===== src/rtl/segfile_pkg.sv =====
// Shared constants and types for the segment register file.
// Latency: n/a (package only).
// Backpressure: n/a (package only).
package segfile_pkg;

  localparam int NUM_SEG      = 8;
  localparam int SEG_IDX_W    = 3;
  localparam int BASE_W       = 16;
  localparam int LIM_W        = 20;
  localparam int TAG_W        = 7;
  localparam int NUM_PORTS    = 4;
  localparam int NUM_LIM_INIT = 6;
  localparam int PTC_W        = 64;

  typedef logic [BASE_W-1:0]    base_t;
  typedef logic [LIM_W-1:0]     lim_t;
  typedef logic [TAG_W-1:0]     tag_t;
  typedef logic [SEG_IDX_W-1:0] seg_idx_t;

endpackage


===== src/rtl/segfile_segreg.sv =====
// Single segment entry: base, limit and tag with load and reset.
// Latency: load visible one clock after the edge that performs it.
// Backpressure: none; a load is always accepted, reset wins over load.
module segreg
  import segfile_pkg::*;
(
  input  logic  clk,
  input  logic  clr,
  input  lim_t  lim_init,
  input  logic  ld,
  input  base_t base_d,
  input  tag_t  tag_d,
  output base_t base_q,
  output lim_t  lim_q,
  output tag_t  tag_q
);

  // Reset clears base/tag and reloads the limit; limit is otherwise frozen.
  always_ff @(posedge clk) begin
    if (clr) begin
      base_q <= '0;
      tag_q  <= '0;
      lim_q  <= lim_init;
    end else if (ld) begin
      base_q <= base_d;
      tag_q  <= tag_d;
    end
  end

endmodule


===== src/rtl/segfile.sv =====
// Eight-entry segment register file, four write ports and four read ports.
// Latency: reads are combinational; writes visible after the performing edge.
// Backpressure: none; all enabled writes are taken, highest port wins a clash.
module segfile
  import segfile_pkg::*;
(
  input  logic                           clk,
  input  logic                           clr,
  input  logic [NUM_PORTS*BASE_W-1:0]    base_in,
  input  logic [NUM_LIM_INIT*LIM_W-1:0]  lim_inits,
  input  logic [NUM_PORTS*SEG_IDX_W-1:0] ld_addr,
  input  logic [NUM_PORTS*SEG_IDX_W-1:0] rd_addr,
  input  logic [NUM_PORTS-1:0]           ld_en,
  input  logic [NUM_PORTS-1:0]           dest,
  input  tag_t                           data_ptcid,
  input  tag_t                           new_ptcid,
  output logic [NUM_PORTS*BASE_W-1:0]    base_out,
  output logic [NUM_PORTS*LIM_W-1:0]     lim_out,
  output logic [NUM_PORTS*PTC_W-1:0]     ptc_out
);

  base_t seg_base [NUM_SEG];
  lim_t  seg_lim  [NUM_SEG];
  tag_t  seg_tag  [NUM_SEG];

  for (genvar e = 0; e < NUM_SEG; e++) begin : g_seg
    logic  ld;
    base_t base_d;
    tag_t  tag_d;
    lim_t  lim_init;

    // Entries beyond the initialiser list reset to a zero limit.
    if (e < NUM_LIM_INIT) begin : g_lim_init
      assign lim_init = lim_inits[LIM_W*e +: LIM_W];
    end else begin : g_lim_zero
      assign lim_init = '0;
    end

    // Scan ports low to high so the highest enabled port targeting this entry wins.
    always_comb begin
      ld     = 1'b0;
      base_d = '0;
      tag_d  = '0;
      for (int p = 0; p < NUM_PORTS; p++) begin
        if (ld_en[p] && (ld_addr[SEG_IDX_W*p +: SEG_IDX_W] == SEG_IDX_W'(e))) begin
          ld     = 1'b1;
          base_d = base_in[BASE_W*p +: BASE_W];
          tag_d  = dest[p] ? new_ptcid : data_ptcid;
        end
      end
    end

    segreg u_segreg (
      .clk      (clk),
      .clr      (clr),
      .lim_init (lim_init),
      .ld       (ld),
      .base_d   (base_d),
      .tag_d    (tag_d),
      .base_q   (seg_base[e]),
      .lim_q    (seg_lim[e]),
      .tag_q    (seg_tag[e])
    );
  end

  // Independent combinational read muxes; stored state only, no write bypass.
  always_comb begin
    base_out = '0;
    lim_out  = '0;
    ptc_out  = '0;
    for (int p = 0; p < NUM_PORTS; p++) begin
      base_out[BASE_W*p +: BASE_W] = seg_base[rd_addr[SEG_IDX_W*p +: SEG_IDX_W]];
      lim_out[LIM_W*p +: LIM_W]    = seg_lim[rd_addr[SEG_IDX_W*p +: SEG_IDX_W]];
      ptc_out[PTC_W*p +: PTC_W]    = PTC_W'(seg_tag[rd_addr[SEG_IDX_W*p +: SEG_IDX_W]]);
    end
  end

endmodule


===== config.mk =====
export PLATFORM = sky130hd
export DESIGN_NAME = segfile
export DESIGN_NICKNAME = d
export VERILOG_FILES = /design/src/rtl/segfile_pkg.sv /design/src/rtl/segfile_segreg.sv /design/src/rtl/segfile.sv
export SDC_FILE = /design/constraint.sdc
export NUM_CORES = 1
export LEC_CHECK = 0
export BUFFER_PORTS_ARGS = -buffer_cell sky130_fd_sc_hd__buf_2
export CAP_MARGIN = 20
export CELL_PAD_IN_SITES_DETAIL_PLACEMENT = 0
export CELL_PAD_IN_SITES_GLOBAL_PLACEMENT = 2
export CORE_UTILIZATION = 34
export CTS_CLUSTER_SIZE = 8
export DETAILED_ROUTE_END_ITERATION = 10
export PLACE_DENSITY = 0.93
export SYNTH_ARGS = -nofsm -noshare
export SYNTH_HDL_FRONTEND = slang
export SYNTH_SLANG_ARGS = --single-unit

===== constraint.sdc =====
create_clock -name clk -period 2 [get_ports clk]
set_input_delay 0.1 -clock clk [delete_from_list [all_inputs] [get_ports clk]]
set_output_delay 0.1 -clock clk [all_outputs]
set_load 0.01 [all_outputs]

# Yosys cells after proc, flatten, opt, wreduce, memory -nomap -nowiden

Cells that the tools add are included.

Register bits: 304
Input bits: 232
Output and inout port bits: 400
Word-level logic and storage cells: 230

Magnitude comparators: 4
Equality and inequality tests: 28
Multiplexer cells: 136
Bitwise operators: 4
Reduce and logical (&&, ||, !) cells: 36

Operators with widths:

| kind               | number |
|---|---|
| $mux 16            | 40 |
| $mux 7             | 44 |
| $bmux 20 s3        | 4 |
| $bmux 16 s3        | 4 |
| $mux 20            | 8 |
| $bmux 7 s3         | 4 |
| $eq 3x3->1 const B | 16 |
| $logic_and 1x1->1  | 32 |
| $mux 1             | 32 |
| $eq 3x2->1 const B | 8 |
| $ge 4x4->1 const B | 4 |
| $not 3->4          | 4 |
| $eq 3x1->1 const B | 4 |
| $logic_not 3->1    | 4 |

# Longest topological paths before layout

Depth in word-level cells: 6
Mapped depth: 7
Depth with buffers taken out: 4

# Modules after synthesis

A second synthesis with hierarchy kept.

Cells, all modules: 2696
Area total of the unflattened synthesis: 30137.7 µm²

Modules (own cells, without submodules):

| module  | instances | cells an instance | area an instance (µm²) | seq. area each (µm²) |
|---|---|---|---|---|
| segfile | 1         | 1944              | 18646.6                | 0.0 |
| segreg  | 8         | 94                | 1436.4                 | 1061.0 |

# Least setup slack after synthesis

OpenSTA, ideal clock, no wires.

Kind: input-to-output
Start point: in rd_addr[3]
End point: out lim_out[28]
Arrival: 1439 ps
Required time: 1900 ps
Setup slack: 461 ps
Stages: 6
Buffers on the path: 3
Cell sequence: clkbuf_1 buf_4 buf_2 mux4_2 inv_1 o22ai_1

Cells in the longest elaborated chain, start to end: 4

Ends and longest elaborated chain:

| item                                       | line          | source |
|---|---|---|
| start: declaration                         | segfile.sv:12 | `input logic [NUM_PORTS*SEG_IDX_W-1:0] rd_addr,` |
| $not 3->4 (not written as such)            | segfile.sv:73 | `lim_out[LIM_W*p +: LIM_W] = seg_lim[rd_addr[SEG_IDX_W*p +: SEG_IDX_W]];` |
| $bmux 20 s3                                | segfile.sv:73 |  |
| $mux 20 (not written as such) (2 in a row) | segfile.sv:73 |  |
| end: declaration                           | segfile.sv:18 | `output logic [NUM_PORTS*LIM_W-1:0] lim_out,` |

Every way passes these cells. The select of a mux whose other input is x is not followed.

# Worst setup path after layout

Start point: reg g_seg[1].u_segreg.tag_q[6]
End point: out ptc_out[70]

Cells in the longest elaborated chain, start to end: 3

Ends and longest elaborated chain:

| item                                      | line                 | source |
|---|---|---|
| start: declaration                        | segfile_segreg.sv:15 | `output tag_t tag_q` |
| start signal: assignment                  | segfile_segreg.sv:26 | `tag_q <= tag_d;` |
| $bmux 7 s3                                | segfile.sv:74        | `ptc_out[PTC_W*p +: PTC_W] = PTC_W'(seg_tag[rd_addr[SEG_IDX_W*p +: SEG_IDX_W]]);` |
| $mux 7 (not written as such) (2 in a row) | segfile.sv:74        |  |
| end: declaration                          | segfile.sv:19        | `output logic [NUM_PORTS*PTC_W-1:0] ptc_out` |

Every way passes these cells. The select of a mux whose other input is x is not followed.

==> flow_metrics.env <==
export IMPL_outcome="complete, but fails checks"
export IMPL_failed_checks="negative setup slack"
export IMPL_startpoint_type="flip-flop"
export IMPL_p_leak_nw=13.4
export IMPL_dp_cells=4155
export IMPL_cp_max_fo=5
export IMPL_crit_required_ns=1.90
export IMPL_internal_power_mw=14.0
export IMPL_fin_worst_skew_ns=0
export IMPL_post_route_util_pct=42.8
export IMPL_p_seq_share_pct=36.7
export IMPL_numPortBuffers=403
export IMPL_cts_tree="done"
export IMPL_die_y_um=287
export IMPL_viasPerCell=6.26
export IMPL_grt_pass1_wl_um=185000
export IMPL_nets=3567
export IMPL_ys_seq_elements=304
export IMPL_synth_top_area_cell="mux4_2"
export IMPL_p_sw_mw=6.93
export IMPL_start_util_pct=34.3
export IMPL_finalNonFillerCells=4429
export IMPL_cts_made_buffers=44
export IMPL_clkTransAtPathRegs_ns=0.06
export IMPL_grt_usage_pct=30.3
export IMPL_min_to="g_seg[7].u_segreg.base_q[8]"
export IMPL_fmax_mhz=498
export IMPL_ir_drop_mv=0.561
export IMPL_min_period_ns=2.01
export IMPL_grt_overflow_total=0
export IMPL_relSlewSlack_pct=55.9
export IMPL_syn2layout_area_growth_pct=24.8
export IMPL_dr_total_vias=27700
export IMPL_final_common_cell="buf_2"
export IMPL_cts_sinks=304
export IMPL_clockBufferDepth=3
export IMPL_finalMaxSlewViolations=0
export IMPL_hold_depth=4
export IMPL_synth_top_cell_area_share_pct=21.6
export IMPL_critical_path_class="reg -> out"
export IMPL_drt_iter0_drc=3964
export IMPL_fin_area_um2=34400
export IMPL_boundaryPins=632
export IMPL_worst_slew_pin_slew_ns=0.658
export IMPL_critPathArrivalTime_ns=1.91
export IMPL_met2WireLength_um=57400
export IMPL_route_detailed_drc=0
export IMPL_pwr_density_cell_nw_per_um2=607
export IMPL_netSwitchingFraction_pct=33.2
export IMPL_min_path_type="in -> reg"
export IMPL_synth_cell_types=51
export IMPL_die_width_um=287
export IMPL_hpwlAfterDp_um=89200
export IMPL_rsz0062_at_grt="true"
export IMPL_antenna_found_initial=28
export IMPL_wl_met1_um=46500
export IMPL_drive_above_1_share_pct=35.6
export IMPL_end_kind="primary output"
export IMPL_highest_layer="met5"
export IMPL_r2r_end="g_seg[3].u_segreg.base_q[1]"
export IMPL_p_comb_share_pct=29.2
export IMPL_hold_violations=0
export IMPL_synth_area_per_cell_um2=9.66
export IMPL_fin_crit_sh_pct=100
export IMPL_setup_slack_ns=-0.00868
export IMPL_ys_seq_area_share_pct=26.4
export IMPL_core_um2=80400
export IMPL_dpl_cell_area_um2=30700
export IMPL_clk_latency_ns=0.58
export IMPL_worstHoldStart="base_in[24]"
export IMPL_r2r_cells=4
export IMPL_clock_power_share_pct=34.2
export IMPL_setup_viol=1
export IMPL_place_gp_congestion=0.950
export IMPL_r2r_slack_ns=0.58
export IMPL_grt_pass1_vias=26300
export IMPL_htree_levels=2
export IMPL_wl_met3_um=16700
export IMPL_layout_common_cells="373 x buf_2, 264 x mux4_2, 248 x nand3_1, 228 x conb_1, 193 x dlygate4sd3_1"
export IMPL_syn_inst=2857
export IMPL_clockRootBuffer="clkbuf_16"
export IMPL_synthTopCellsByArea="mux4_2 22%, dfxtp_1 13%, edfxtp_1 13%, buf_4 7.6%, nand3_1 4.5%"
export IMPL_drtPass1Iterations=7
export IMPL_rows=104
export IMPL_synthesis_area_um2=27600
export IMPL_die_area_um2=82300
export IMPL_cap_violations=0
export IMPL_totalWireLength_um=129000
export IMPL_wl_per_cell_um=29.2
export IMPL_reg2reg_from="g_seg[3].u_segreg.base_q[1]"
export IMPL_drt_antenna_violating_nets=0
export IMPL_grt_start_max_net_pins=59
export IMPL_yosys_warnings=0
-- what timing repair did --
item,in CTS,in global routing
hold buffers,193,0
endpoints found under the hold margin,278,0
endpoints found under the setup margin,51,67
buffers inserted,0,1
resized for setup,108,88
-- critical path: stages, from the launching register on --
cell and delay, ns:
dfxtp_4 0.37, mux4_2 0.46, mux2_4 0.34, buf_6 0.15
-- worst max path at each step --
stage	slack [ns]	from	endpoint	cells after the start
CTS	-0.01	g_seg[3].u_segreg.base_q[15]	base_out[47]	3
global route	-0.02	g_seg[3].u_segreg.lim_q[1]	lim_out[61]	4
detailed placement	0.20	rd_addr[1]	base_out[14]	5
global placement	0.22	rd_addr[1]	ptc_out[0]	5
finish	-0.009	g_seg[1].u_segreg.tag_q[6]	ptc_out[70]	3
floorplan	0.46	rd_addr[3]	lim_out[28]	6
-- per-stage QoR --
step | power [mW] | setup TNS [ns] | worst slack, ns | hold slack [ns]
after floorplan | 11.2 | 0 | 0.461 | 0.199
final | 20.9 | -0.00868 | -0.00868 | 0.0163
after detailed placement | 13.2 | 0 | 0.199 | 0.278
after global placement | 13.1 | 0 | 0.223 | 0.276
after global routing | 21.5 | -0.197 | -0.0246 | 0.0273
after CTS | 20.7 | -0.0208 | -0.00961 | 0.00175
-- power groups by stage --
stage	combinational, mW	clock (mW)	sequential (mW)
floorplan	3.80	0	7.39
global placement	5.45	0	7.68
detailed placement	5.49	0	7.72
CTS	5.90	7.19	7.61
global route	6.40	7.40	7.70
finish	6.09	7.14	7.66
-- final cells by class --
cell class,instances,area (µm²)
well taps,1060,1330
clock inverters,2,25.0
inverters,80,300
clock buffers,62,1210
diodes,16,40.0
multi-input cells,2103,17600
fillers,7549,46000
repair buffers,802,6510
flip-flops and latches,304,7450
-- cell usage after synthesis, drive strengths merged --
| cell type | count |
|---|---|
| nor3b | 2 |
| nor3 | 60 |
| or4b | 4 |
| nand4bb | 12 |
| nand4b | 12 |
| a221oi | 40 |
| and4 | 4 |
| and3 | 2 |
| o21a | 8 |
| dfxtp | 184 |
| and4b | 10 |
| and4bb | 8 |
| o221a | 1 |
| nand3 | 249 |
| mux4 | 264 |
| nor2 | 188 |
| conb | 1 |
| inv | 80 |
| a21o | 128 |
| o211ai | 3 |
| mux2 | 94 |
| a31oi | 40 |
| nor4bb | 2 |
| buf | 465 |
| nand2b | 4 |
| a311oi | 132 |
| edfxtp | 120 |
| mux2i | 108 |
| clkbuf | 132 |
| nand2 | 139 |
| o21ai | 115 |
| nand4 | 7 |
| a21oi | 144 |
| a211oi | 9 |
| o22ai | 82 |
| nor4b | 4 |
-- cell families after synthesis --
family | share of synthesized area [%]
buffers and inverters | 13.9
flip-flops | 26.4
AND/OR/NAND/NOR | 13.0
AO/OA/AOI/OAI | 17.4
other | 0.0136
multiplexers | 29.3
-- flip-flops by register name (all words and copies together), names as in the netlist --
name and cells:
g_seg.u_segreg.lim_q 120, g_seg.u_segreg.tag_q 56, g_seg.u_segreg.base_q 128
-- per-layer routing --
metal	vias to the layer above	GRT usage [%]
li1	11500	-
met4	26	17.5
met2	2258	47.3
met1	13400	37.6
met5	-	0
met3	510	8.44
Power figures use the tool's default switching activity.
